$ cat config.mk
export PLATFORM = sky130hd
export DESIGN_NAME = decimal_entry
export DESIGN_NICKNAME = d
export VERILOG_FILES = /design/src/rtl/decimal_entry.sv
export SDC_FILE = /design/constraint.sdc
export NUM_CORES = 1
export LEC_CHECK = 0
export CAP_MARGIN = 10
export CORE_ASPECT_RATIO = 0.75
export CORE_MARGIN = 4
export CORE_UTILIZATION = 59
export CTS_BUF_LIST = sky130_fd_sc_hd__clkbuf_8
export DETAILED_ROUTE_END_ITERATION = 8
export PLACE_DENSITY = 0.92
export SYNTH_ARGS = -nofsm -noshare
export SYNTH_HDL_FRONTEND = slang
export SYNTH_SLANG_ARGS = --single-unit
$ cat constraint.sdc
create_clock -name clk -period 8.2 [get_ports clk]
set_input_delay 1.64 -clock clk [delete_from_list [all_inputs] [get_ports clk]]
set_output_delay 1.64 -clock clk [all_outputs]
set_load 0.01 [all_outputs]
$ cat src/rtl/decimal_entry.sv
// Keypad-style decimal entry: buffers up to DIGITS BCD digits, converts them to binary, range-checks.
// Optional macro DECIMAL_ENTRY_CLAMP_EN: clamp out-of-range results to min/max instead of rejecting.
module decimal_entry #(
  parameter int unsigned W_OUT  = 8,
  parameter int unsigned DIGITS = 2
) (
  input  logic                             clk,
  input  logic                             rst,
  input  logic                             start,
  input  logic                             digit_valid,
  input  logic [3:0]                       digit,
  output logic                             digit_ready,
  input  logic                             backspace,
  input  logic                             enter,
  input  logic                             cancel,
  input  logic [W_OUT-1:0]                 min_value,
  input  logic [W_OUT-1:0]                 max_value,
  output logic                             busy,
  output logic [$clog2(DIGITS+1)-1:0]      count,
  output logic [DIGITS-1:0][3:0]           digits_out,
  output logic [W_OUT-1:0]                 value,
  output logic                             value_valid,
  output logic                             error
);

  localparam int unsigned CW = $clog2(DIGITS + 1);
  localparam int unsigned AW = W_OUT + 4;

  typedef enum logic [1:0] {
    IDLE    = 2'd0,
    ENTRY   = 2'd1,
    CONVERT = 2'd2,
    CHECK   = 2'd3
  } state_e;

  state_e                  state_q, state_d;
  logic [CW-1:0]           count_q, count_d;
  logic [CW-1:0]           idx_q, idx_d;
  logic [DIGITS-1:0][3:0]  digits_q, digits_d;
  logic [AW-1:0]           acc_q, acc_d;
  logic                    ovf_q, ovf_d;
  logic [W_OUT-1:0]        value_q, value_d;
  logic                    vv_q, vv_d;
  logic                    err_q, err_d;

  logic                    ready;
  logic [3:0]              cur_digit;
  logic [AW-1:0]           acc_mac;
  logic                    above;
  logic                    below;

  assign ready       = (state_q == ENTRY) && (count_q < CW'(DIGITS));
  assign digit_ready = ready;
  assign busy        = (state_q != IDLE);
  assign count       = count_q;
  assign digits_out  = digits_q;
  assign value       = value_q;
  assign value_valid = vv_q;
  assign error       = err_q;

  // Digit under conversion, most significant first (idx counts down to 0)
  always_comb begin
    cur_digit = 4'd0;
    for (int i = 0; i < int'(DIGITS); i++) begin
      if (idx_q == CW'(i)) cur_digit = digits_q[i];
    end
  end

  // acc*10 + digit; the accumulator never exceeds 2^W_OUT-1 before this step unless ovf is already set
  assign acc_mac = {acc_q[AW-4:0], 3'b000} + {acc_q[AW-2:0], 1'b0} + AW'(cur_digit);
  assign above   = ovf_q || (acc_q > AW'(max_value));
  assign below   = (acc_q < AW'(min_value));

  always_comb begin
    state_d  = state_q;
    count_d  = count_q;
    idx_d    = idx_q;
    digits_d = digits_q;
    acc_d    = acc_q;
    ovf_d    = ovf_q;
    value_d  = value_q;
    vv_d     = 1'b0;
    err_d    = 1'b0;

    case (state_q)
      IDLE: begin
        if (start) begin
          state_d  = ENTRY;
          count_d  = '0;
          digits_d = '0;
        end
      end

      ENTRY: begin
        if (cancel) begin
          state_d  = IDLE;
          count_d  = '0;
          digits_d = '0;
        end else if (start) begin
          count_d  = '0;
          digits_d = '0;
        end else if (enter) begin
          if (count_q == '0) begin
            err_d = 1'b1;
          end else begin
            state_d = CONVERT;
            acc_d   = '0;
            ovf_d   = 1'b0;
            idx_d   = count_q - CW'(1);
          end
        end else if (backspace) begin
          if (count_q != '0) begin
            for (int i = 0; i < int'(DIGITS) - 1; i++) digits_d[i] = digits_q[i+1];
            digits_d[DIGITS-1] = 4'd0;
            count_d = count_q - CW'(1);
          end
        end else if (digit_valid && ready) begin
          if (digit > 4'd9) begin
            err_d = 1'b1;
          end else begin
            for (int i = int'(DIGITS) - 1; i > 0; i--) digits_d[i] = digits_q[i-1];
            digits_d[0] = digit;
            count_d = count_q + CW'(1);
          end
        end
      end

      CONVERT: begin
        if (cancel) begin
          state_d  = IDLE;
          count_d  = '0;
          digits_d = '0;
        end else begin
          acc_d = acc_mac;
          if (acc_mac[AW-1:W_OUT] != '0) ovf_d = 1'b1;
          if (idx_q == '0) state_d = CHECK;
          else             idx_d   = idx_q - CW'(1);
        end
      end

      CHECK: begin
        if (cancel) begin
          state_d  = IDLE;
          count_d  = '0;
          digits_d = '0;
        end else if (!above && !below) begin
          value_d = acc_q[W_OUT-1:0];
          vv_d    = 1'b1;
          state_d = IDLE;
        end else begin
`ifdef DECIMAL_ENTRY_CLAMP_EN
          value_d = above ? max_value : min_value;
          vv_d    = 1'b1;
          state_d = IDLE;
`else
          err_d   = 1'b1;
          state_d = ENTRY;
`endif
        end
      end

      default: state_d = IDLE;
    endcase
  end

  always_ff @(posedge clk or posedge rst) begin
    if (rst) begin
      state_q  <= IDLE;
      count_q  <= '0;
      idx_q    <= '0;
      digits_q <= '0;
      acc_q    <= '0;
      ovf_q    <= 1'b0;
      value_q  <= '0;
      vv_q     <= 1'b0;
      err_q    <= 1'b0;
    end else begin
      state_q  <= state_d;
      count_q  <= count_d;
      idx_q    <= idx_d;
      digits_q <= digits_d;
      acc_q    <= acc_d;
      ovf_q    <= ovf_d;
      value_q  <= value_d;
      vv_q     <= vv_d;
      err_q    <= err_d;
    end
  end

endmodule

==> metrics.csv, run 1 <==
stage,metric,value,unit
floorplan,pin_count,49,
grt,overflow,0,
floorplan,dieArea,5850,µm²
route,drt-total-wl,6800,µm
clock_network,post_cts_resized,0,
route,drtIter0Drc,170,
route,vias,2463,
timing,setup_tns,0,ns
clock_network,clock_sinks,37,
timing,clock_skew,0.00470,ns
route,wire_per_inst,16.7,µm
power,p_comb_share,40.5,%
power,vdd_drop_max,0.102,mV
layout,final_cell_mix,"clkdlybuf4s50_1 (48), dfrtp_1 (37), ha_1 (36)",
floorplan,die_h,67.3,µm
place,gp_congestion,0.860,
logic_synthesis,synthArstFlopShare,100,%
outcome,status,finished clean,
setup_path,crit_fanout,8,
layout,final_common_cell,clkdlybuf4s50_1,
route,first_pass_iters,5,
logic_synthesis,syn_avg_cell_area,9.09,µm²
logic_synthesis,ys_warn_count,0,
clock_network,clk_path_buf_depth,2,
grt,grt_pass1_wl,10800,µm
layout,drive_gt1_share,6.27,%
timing,tightest_slew,0.678,ns
clock_network,path_clk_slew,0.07,ns
logic_synthesis,synth-seq-cells,37,
timing,rsz0062_at_grt,no,
grt,grt_pass1_vias,2323,
layout,fill_cells,297,
floorplan,rows,21,
power,pwr-share-seq,39.3,%
setup_path,end_kind,flip-flop,
layout,layoutNonFillerInstCount,408,
setup_path,cp.arrival,3.93,ns
route,route.detailed.drc,0,
timing,final_hold_viol_count,0,
grt,antenna_found_initial,0,
timing,fin_crit_sh,45.8,%
power,power_density,174,nW/µm²
timing,setup_viol,0,
run,max-cap-violations,0,
floorplan,coreArea,4490,µm²
setup_path,worstPathRequired,8.37,ns
logic_synthesis,ys_seq_area_share,33.5,%
floorplan,start_util,61.5,%
place,io_buffers,48,
layout,syn_to_final_growth,21.8,%
power,p_sw,222,µW
timing,fmax,266,MHz
clock_network,cts-root-buf,clkbuf_8,
logic_synthesis,synth-edff-count,0,
place,pre_cts_ws,4.15,ns
timing,post-route-min-period,3.76,ns
grt,grt_max_degree,38,
clock_network,htree_levels,2,
logic_synthesis,yosysTopAreaCell,dfrtp_1,
clock_network,clock_latency,0.29,ns
clock_network,cts_tree,built,
power,switching_share,38.1,%
logic_synthesis,netlist_instances,304,
floorplan,die_x,87.0,µm
logic_synthesis,synth_flop_cell,dfrtp_1,
timing,setup_slack,4.44,ns
layout,seq_area,926,µm²
logic_synthesis,synth_top_area_share,33.5,%
grt,grt_usage,24.0,%
power,p_int,362,µW
place,dpl.hpwl,5280,µm
place,dpl.cell_count,402,
logic_synthesis,synth_cell_type_count,48,
timing,relSlewSlack,54.2,%
timing,slew_violations,0,
clock_network,postCtsSetupRepairBufs,0,
layout,multi_input_area,1680,µm²
logic_synthesis,syn_area,2760,µm²
power,leakagePower,0.00161,µW
layout,fin_nets,417,
setup_path,cp-start-kind,input pin,
setup_path,critPathKind,input pin to flip-flop,
hold_path,min_path_type,flip-flop to flip-flop,
logic_synthesis,syn-num-nets,369,
layout,num_antenna_cells,0,
route,drtAntennaViolNets,0,
clock_network,ctsHoldBuffers,0,
route,vias_per_cell,6.04,
logic_synthesis,synth.area.top_cells,"dfrtp_1 (34%), ha_1 (16%), inv_1 (4.6%)",
power,clkPwrFrac,20.2,%
clock_network,cts_buffers,5,
-- worst paths after layout --
kind / startpoint / to / slack, ns / depth (start not counted)
worst max-delay path: min_value[7] / value[4] / 4.44 / 8
worst min-delay path: value[2] / value[2] / 0.51 / 1
worst max register to register: idx_q[0] / acc_q[10] / 4.80 / 13
worst min register to register: value[2] / value[2] / 0.51 / 1
max in group asynchronous: rst / digits_out[5] / 6.10 / 3
min in group asynchronous: rst / digits_out[1] / 1.77 / 3
-- through the flow --
| stage | area [µm²] | util [%] | total power, µW | hold slack (ns) |
|---|---|---|---|---|
| final | 3360 | 74.9 | 584 | 0.509 |
| after global routing | 3360 | 74.9 | 621 | 0.522 |
| after CTS | 3360 | 74.9 | 580 | 0.513 |
| after detailed placement | 3290 | 73.2 | 462 | 0.498 |
| after global placement | 3290 | 73.2 | 451 | 0.473 |
| after floorplan | 2760 | - | 385 | 0.451 |
-- state kept, by name, indices dropped and copies added (netlist names) --
| signal | count |
|---|---|
| digits_out | 8 |
| idx_q | 2 |
| acc_q | 12 |
| value | 8 |
| ovf_q | 1 |
| value_valid | 1 |
| error | 1 |
| count | 2 |
| state_q | 2 |
-- Yosys cell counts (all sizes together), types with 2 or more instances --
master	instances
o2bb2ai	4
o22ai	2
inv	34
nand2	33
xor2	3
o21a	5
mux2i	9
nand4	2
o21ai	23
nor4b	3
o211ai	3
mux2	8
nor2b	8
nor2	15
fa	2
ha	36
o31ai	3
a21oi	17
or2	2
xnor2	4
nand2b	5
a211oi	2
clkbuf	7
or3	2
nor4	2
nor3b	3
a21o	4
dfrtp	37
nand3	5
a31oi	5
-- power groups by stage --
stage / logic (µW) / registers, µW / clock network [µW]
floorplan: 166 / 219 / 0
global placement: 221 / 230 / 0
detailed placement: 231 / 232 / 0
CTS: 233 / 228 / 118
global route: 263 / 232 / 126
finish: 237 / 229 / 118
-- worst max-delay path, cell delays in order --
cell,delay [ns]
clkdlybuf4s50_1,0.47
inv_1,0.05
ha_1,0.29
nand2_1,0.08
nor4_2,0.26
a21oi_1,0.16
nor4_4,0.58
mux2_2,0.40
-- area by class of cell --
type / instances / share of cell area [%]
flip-flops and latches: 37 / 27.5
clock buffers: 5 / 2.05
multi-input cells: 225 / 49.9
repair buffers: 49 / 14.5
clock inverters: 1 / 0.149
inverters: 34 / 3.79
well taps: 57 / 2.12
-- routing by layer --
metal	track usage [%]	share of wire, %	vias to the layer above	wire [µm]
met5	0	0	-	0
met2	36.2	44	110	3000
met4	9.14	1.4	0	96
li1	-	-	1175	-
met3	5.24	7.8	13	528
met1	33.7	47	1165	3180
-- logic make-up after synthesis --
family                     synth area share, %
and+or+nand+nor                           15.8
AOI/OAI and AO/OA                         18.5
buffers and inverters                     5.75
adders and majority gates                 17.8
DFF                                       33.5
muxes                                     6.52
xor gates and xnor gates                  2.22
(Power assumes the default switching activity.)
==> inputs of run 2 (changes only) <==
Settings changed: CORE_UTILIZATION 59 to 50, PLACE_DENSITY 0.92 to 0.83.
Clock period 8.2 ns to 3.1 ns, I/O delays scaled along.
==> metrics.csv, run 2 (synthesis gave the netlist of run 1 again) <==
stage,metric,value,unit
outcome,status,finished clean,
setup_path,cpMostUsedCell,a21oi_1,
floorplan,start_util,51.6,%
route,routed.top_layer,met4,
grt,overflow,0,
setup_path,cp_slowest_cell,or4b_2,
layout,top_register,acc_q,
setup_path,crit_path_cell_trace,"buf_4, ha_4, nor2_1, a21oi_1, fa_1, fa_2, nor2b_4, o31ai_4, a21oi_1, or4b_2, nand3_1",
power,power_density,461,nW/µm²
setup_path,worstPathRequired,3.32,ns
timing,final_hold_viol_count,0,
setup_path,critPathKind,flip-flop to flip-flop,
floorplan,die_x,93.8,µm
layout,final_common_cell,clkdlybuf4s50_1,
setup_path,cp.buffers_inverters,1,
setup_path,crit_fanout,8,
timing,clock_skew,0.00646,ns
timing,slew_violations,0,
route,drt-met1-wl,3110,µm
layout,drive_gt1_share,9.83,%
hold_path,whs_endpoint,acc_q[11],
route,first_pass_iters,4,
route,drt-total-wl,6830,µm
route,drtAntennaViolNets,0,
timing,setup_viol,0,
clock_network,clock_latency,0.28,ns
grt,grt_pass1_vias,2432,
layout,syn_to_final_growth,26.5,%
floorplan,die_h,72.4,µm
floorplan,rows,23,
route,vias_per_cell,5.62,
floorplan,coreArea,5350,µm²
timing,relSlewSlack,53.9,%
route,vias,2421,
route,wl_met3,437,µm
clock_network,cts_buffers,5,
clock_network,path_clk_slew,0.07,ns
grt,grt_pass1_wl,11400,µm
layout,fin_area,3490,µm²
setup_path,cp.arrival,3.18,ns
timing,fmax,338,MHz
route,drtIter0Drc,132,
layout,largest_reg_flops,12,
grt,grt_max_degree,38,
power,leakagePower,0.00163,µW
run,max-cap-violations,0,
setup_path,max_stage_delay,0.63,ns
hold_path,holdPathStages,2,
setup_path,path_delay_family,adder cells,
layout,final_cell_mix,"clkdlybuf4s50_1 (48), dfrtp_1 (37), ha_1 (34)",
layout,fin_nets,421,
hold_path,min_path_type,flip-flop to flip-flop,
grt,antenna_found_initial,0,
route,wl_met2,3220,µm
place,gp_congestion,0.893,
setup_path,regToRegSetupSlack,0.14,ns
grt,grt_usage,21.0,%
setup_path,r2r-end,acc_q[10],
clock_network,cts_tree,built,
floorplan,dieArea,6790,µm²
setup_path,end_kind,flip-flop,
timing,fin_crit_sh,95.5,%
layout,finish.utilization,65.3,%
route,wire_per_inst,15.8,µm
power,vdd_drop_max,0.233,mV
setup_path,worstReg2RegStart,idx_q[0],
clock_network,cts-root-buf,clkbuf_8,
setup_path,cp-start-kind,flip-flop,
timing,post-route-min-period,2.96,ns
place,dpl.hpwl,5340,µm
place,io_buffers,48,
clock_network,clk_path_buf_depth,2,
route,route.detailed.drc,0,
timing,tightest_slew,0.685,ns
place,placed_area,3340,µm²
layout,num_antenna_cells,0,
clock_network,htree_levels,2,
setup_path,rr_worst_depth,11,
hold_path,holdCritStartpoint,acc_q[11],
clock_network,clock_sinks,37,
floorplan,pin_count,49,
run 2: worst max-delay path by stage:
| stage | depth (start not counted) | to | start | slack [ns] |
|---|---|---|---|---|
| floorplan | 13 | acc_q[10] | idx_q[0] | 0.23 |
| global placement | 13 | acc_q[10] | idx_q[0] | 0.09 |
| detailed placement | 13 | acc_q[10] | idx_q[0] | -0.0009 |
| CTS | 13 | acc_q[10] | idx_q[0] | 0.07 |
| global route | 12 | acc_q[10] | idx_q[0] | -0.02 |
| finish | 11 | acc_q[10] | idx_q[0] | 0.14 |
run 2: final cells by class:
cell class | count | area, µm²
multi-input combinational | 225 | 1740
clock inverter | 1 | 7.51
timing repair buffer | 53 | 518
sequential | 37 | 926
clock buffer | 6 | 82.6
tap | 75 | 93.8
inverter | 34 | 128
fill | 418 | 1860
run 2: through the flow:
stage,power [µW],hold slack [ns],setup TNS (ns),setup WS [ns],instances
after global routing,1730,0.516,-0.0198,-0.0189,431
after CTS,1560,0.487,0,0.0748,430
final,1610,0.483,0,0.140,431
after global placement,1190,0.471,0,0.0934,423
after detailed placement,1220,0.471,-0.000854,-0.000854,423
after floorplan,1020,0.451,0,0.228,304
run 2: power breakdown:
group | switching (µW) | leakage, µW | internal, µW | total [µW]
combinational | 352 | 0.00108 | 308 | 660
clock | 165 | 0.0000433 | 176 | 341
sequential | 79.4 | 0.000501 | 530 | 610
run 2: what timing repair did:
item | CTS | global route
hold buffers | 0 | 0
cloned | 0 | 0
setup endpoints to repair | 1 | 5
gates resized for setup | 1 | 13
pin swaps | 0 | 2
setup buffers | 0 | 1
run 2: routing by layer:
layer | vias to the layer above | GRT usage [%]
met3 | 4 | 4.04
met4 | 0 | 5.29
met1 | 1147 | 28.1
met2 | 79 | 35.2
li1 | 1191 | -
met5 | - | 0
run 2: worst min-delay path, cell delays in order, from the launching register on:
cell and delay [ns]:
dfrtp_1 0.35, nand2_1 0.05, o21ai_0 0.06
==> inputs of run 3 (changes only) <==
Settings changed: GPL_TIMING_DRIVEN set to 0, SLEW_MARGIN set to 20.
==> metrics.csv, run 3 (synthesis gave the netlist of run 1 again) <==
stage,metric,value,unit
outcome,status,finished clean,
layout,fill_cells,415,
layout,drive_gt1_share,8.89,%
setup_path,crit_fanout,6,
layout,final_cell_mix,"clkdlybuf4s50_1 (47), dfrtp_1 (36), inv_1 (34), ha_1 (34), nand2_1 (33)",
timing,holdWs,0.489,ns
clock_network,htree_levels,2,
setup_path,max_stage_delay,0.63,ns
timing,slew_violations,0,
power,power_density,488,nW/µm²
setup_path,crit_path_cell_trace,"inv_1, ha_4, nand2_1, o21ai_1, ha_1, ha_1, inv_1, fa_1, nor2b_4, o31ai_4, a21oi_1, or4b_2, nand3_1",
setup_path,worstPathRequired,3.32,ns
grt,antenna_found_initial,0,
route,vias,2477,
setup_path,end_kind,flip-flop,
grt,grt_max_degree,26,
layout,finish.utilization,65.8,%
timing,relSlewSlack,55.7,%
clock_network,cts_tree,built,
place,gp_congestion,0.894,
clock_network,cts_buffers,5,
setup_path,cp-start-kind,flip-flop,
hold_path,holdPathStages,2,
floorplan,pin_count,49,
layout,fin_nets,424,
floorplan,dieArea,6790,µm²
route,wire_per_inst,16.6,µm
place,dpl.hpwl,5530,µm
setup_path,path_delay_family,adder cells,
layout,largest_reg_flops,12,
grt,overflow,0,
timing,final_hold_viol_count,0,
clock_network,clock_sinks,37,
clock_network,clock_latency,0.28,ns
floorplan,die_h,72.4,µm
clock_network,clk_path_buf_depth,2,
route,first_pass_iters,4,
hold_path,whs_endpoint,acc_q[11],
timing,post-route-min-period,3.06,ns
grt,grt_usage,21.1,%
setup_path,critPathKind,flip-flop to flip-flop,
place,io_buffers,47,
hold_path,holdCritStartpoint,acc_q[11],
grt,grt_pass1_vias,2412,
layout,final_common_cell,clkdlybuf4s50_1,
layout,top_register,acc_q,
timing,clock_skew,0.00379,ns
timing,tightest_slew,0.655,ns
timing,setup_tns,0,ns
setup_path,cp.buffers_inverters,2,
power,leakagePower,0.00164,µW
floorplan,coreArea,5350,µm²
grt,grt_pass1_wl,11400,µm
power,vdd_drop_max,0.284,mV
setup_path,rr_worst_depth,13,
setup_path,worstReg2RegStart,idx_q[0],
floorplan,start_util,51.6,%
layout,num_antenna_cells,0,
timing,fin_crit_sh,98.8,%
setup_path,r2r-end,acc_q[10],
route,drt-total-wl,7200,µm
clock_network,ctsHoldBuffers,0,
timing,fmax,327,MHz
setup_path,cp_slowest_cell,or4b_2,
timing,setup_viol,0,
setup_path,regToRegSetupSlack,0.04,ns
route,drtIter0Drc,238,
route,route.detailed.drc,0,
run,max-cap-violations,0,
place,placed_area,3350,µm²
setup_path,cp.arrival,3.28,ns
layout,syn_to_final_growth,27.5,%
route,vias_per_cell,5.69,
floorplan,rows,23,
clock_network,cts-root-buf,clkbuf_8,
hold_path,min_path_type,flip-flop to flip-flop,
clock_network,path_clk_slew,0.08,ns
route,drtAntennaViolNets,0,
floorplan,die_x,93.8,µm
layout,fin_area,3520,µm²
run 3: final cells by class:
cell class	instances	area [µm²]	share of cell area, %
Timing Repair Buffer	48	490	13.9
Clock inverter	2	33.8	0.959
Sequential cell	37	927	26.3
Clock buffer	6	82.6	2.34
Multi-Input combinational cell	225	1740	49.3
Tap cell	75	93.8	2.66
Inverter	34	128	3.62
Buffer	8	31.3	0.888
run 3: worst reg2reg max path: stages, from the launching register on:
cell	delay, ns
dfrtp_2	0.44
inv_1	0.11
ha_4	0.19
nand2_1	0.07
o21ai_1	0.15
ha_1	0.28
ha_1	0.27
inv_1	0.09
fa_1	0.23
nor2b_4	0.07
o31ai_4	0.23
a21oi_1	0.13
or4b_2	0.63
nand3_1	0.10
run 3: how the worst max path moves through the flow:
stage	start	endpoint	depth (start not counted)
2_1_floorplan	idx_q[0]	acc_q[10]	13
3_3_place_gp	idx_q[0]	acc_q[10]	13
3_5_place_dp	idx_q[0]	acc_q[10]	13
4_1_cts	idx_q[1]	acc_q[8]	11
5_1_grt	idx_q[0]	acc_q[10]	13
6_report	idx_q[0]	acc_q[10]	13
run 3: per-stage QoR:
| stage | instances | total power [µW] | setup slack, ns |
|---|---|---|---|
| 3_5_place_dp | 427 | 1240 | -0.130 |
| 3_3_place_gp | 426 | 1190 | -0.0740 |
| 2_1_floorplan | 304 | 1020 | 0.228 |
| 5_1_grt | 435 | 1830 | -0.0759 |
| 6_report | 435 | 1720 | 0.0376 |
| 4_1_cts | 435 | 1670 | 0.0250 |
run 3: power by group:
group | internal [µW] | total [µW] | switching [µW]
sequential | 531 | 595 | 64.2
combinational | 308 | 693 | 384
clock | 259 | 432 | 172
total | 1100 | 1720 | 621
run 3: per-layer routing:
layer	GRT usage [%]	part of all wire [%]
met2	35.0	48
met4	5.29	1.0
met3	3.11	6.6
met5	0	0
met1	29.2	44
run 3: what timing repair did:
action,CTS,global route
setup buffers,0,0
hold endpoints to repair,0,0
resized for setup,2,10
setup endpoints to repair,3,5
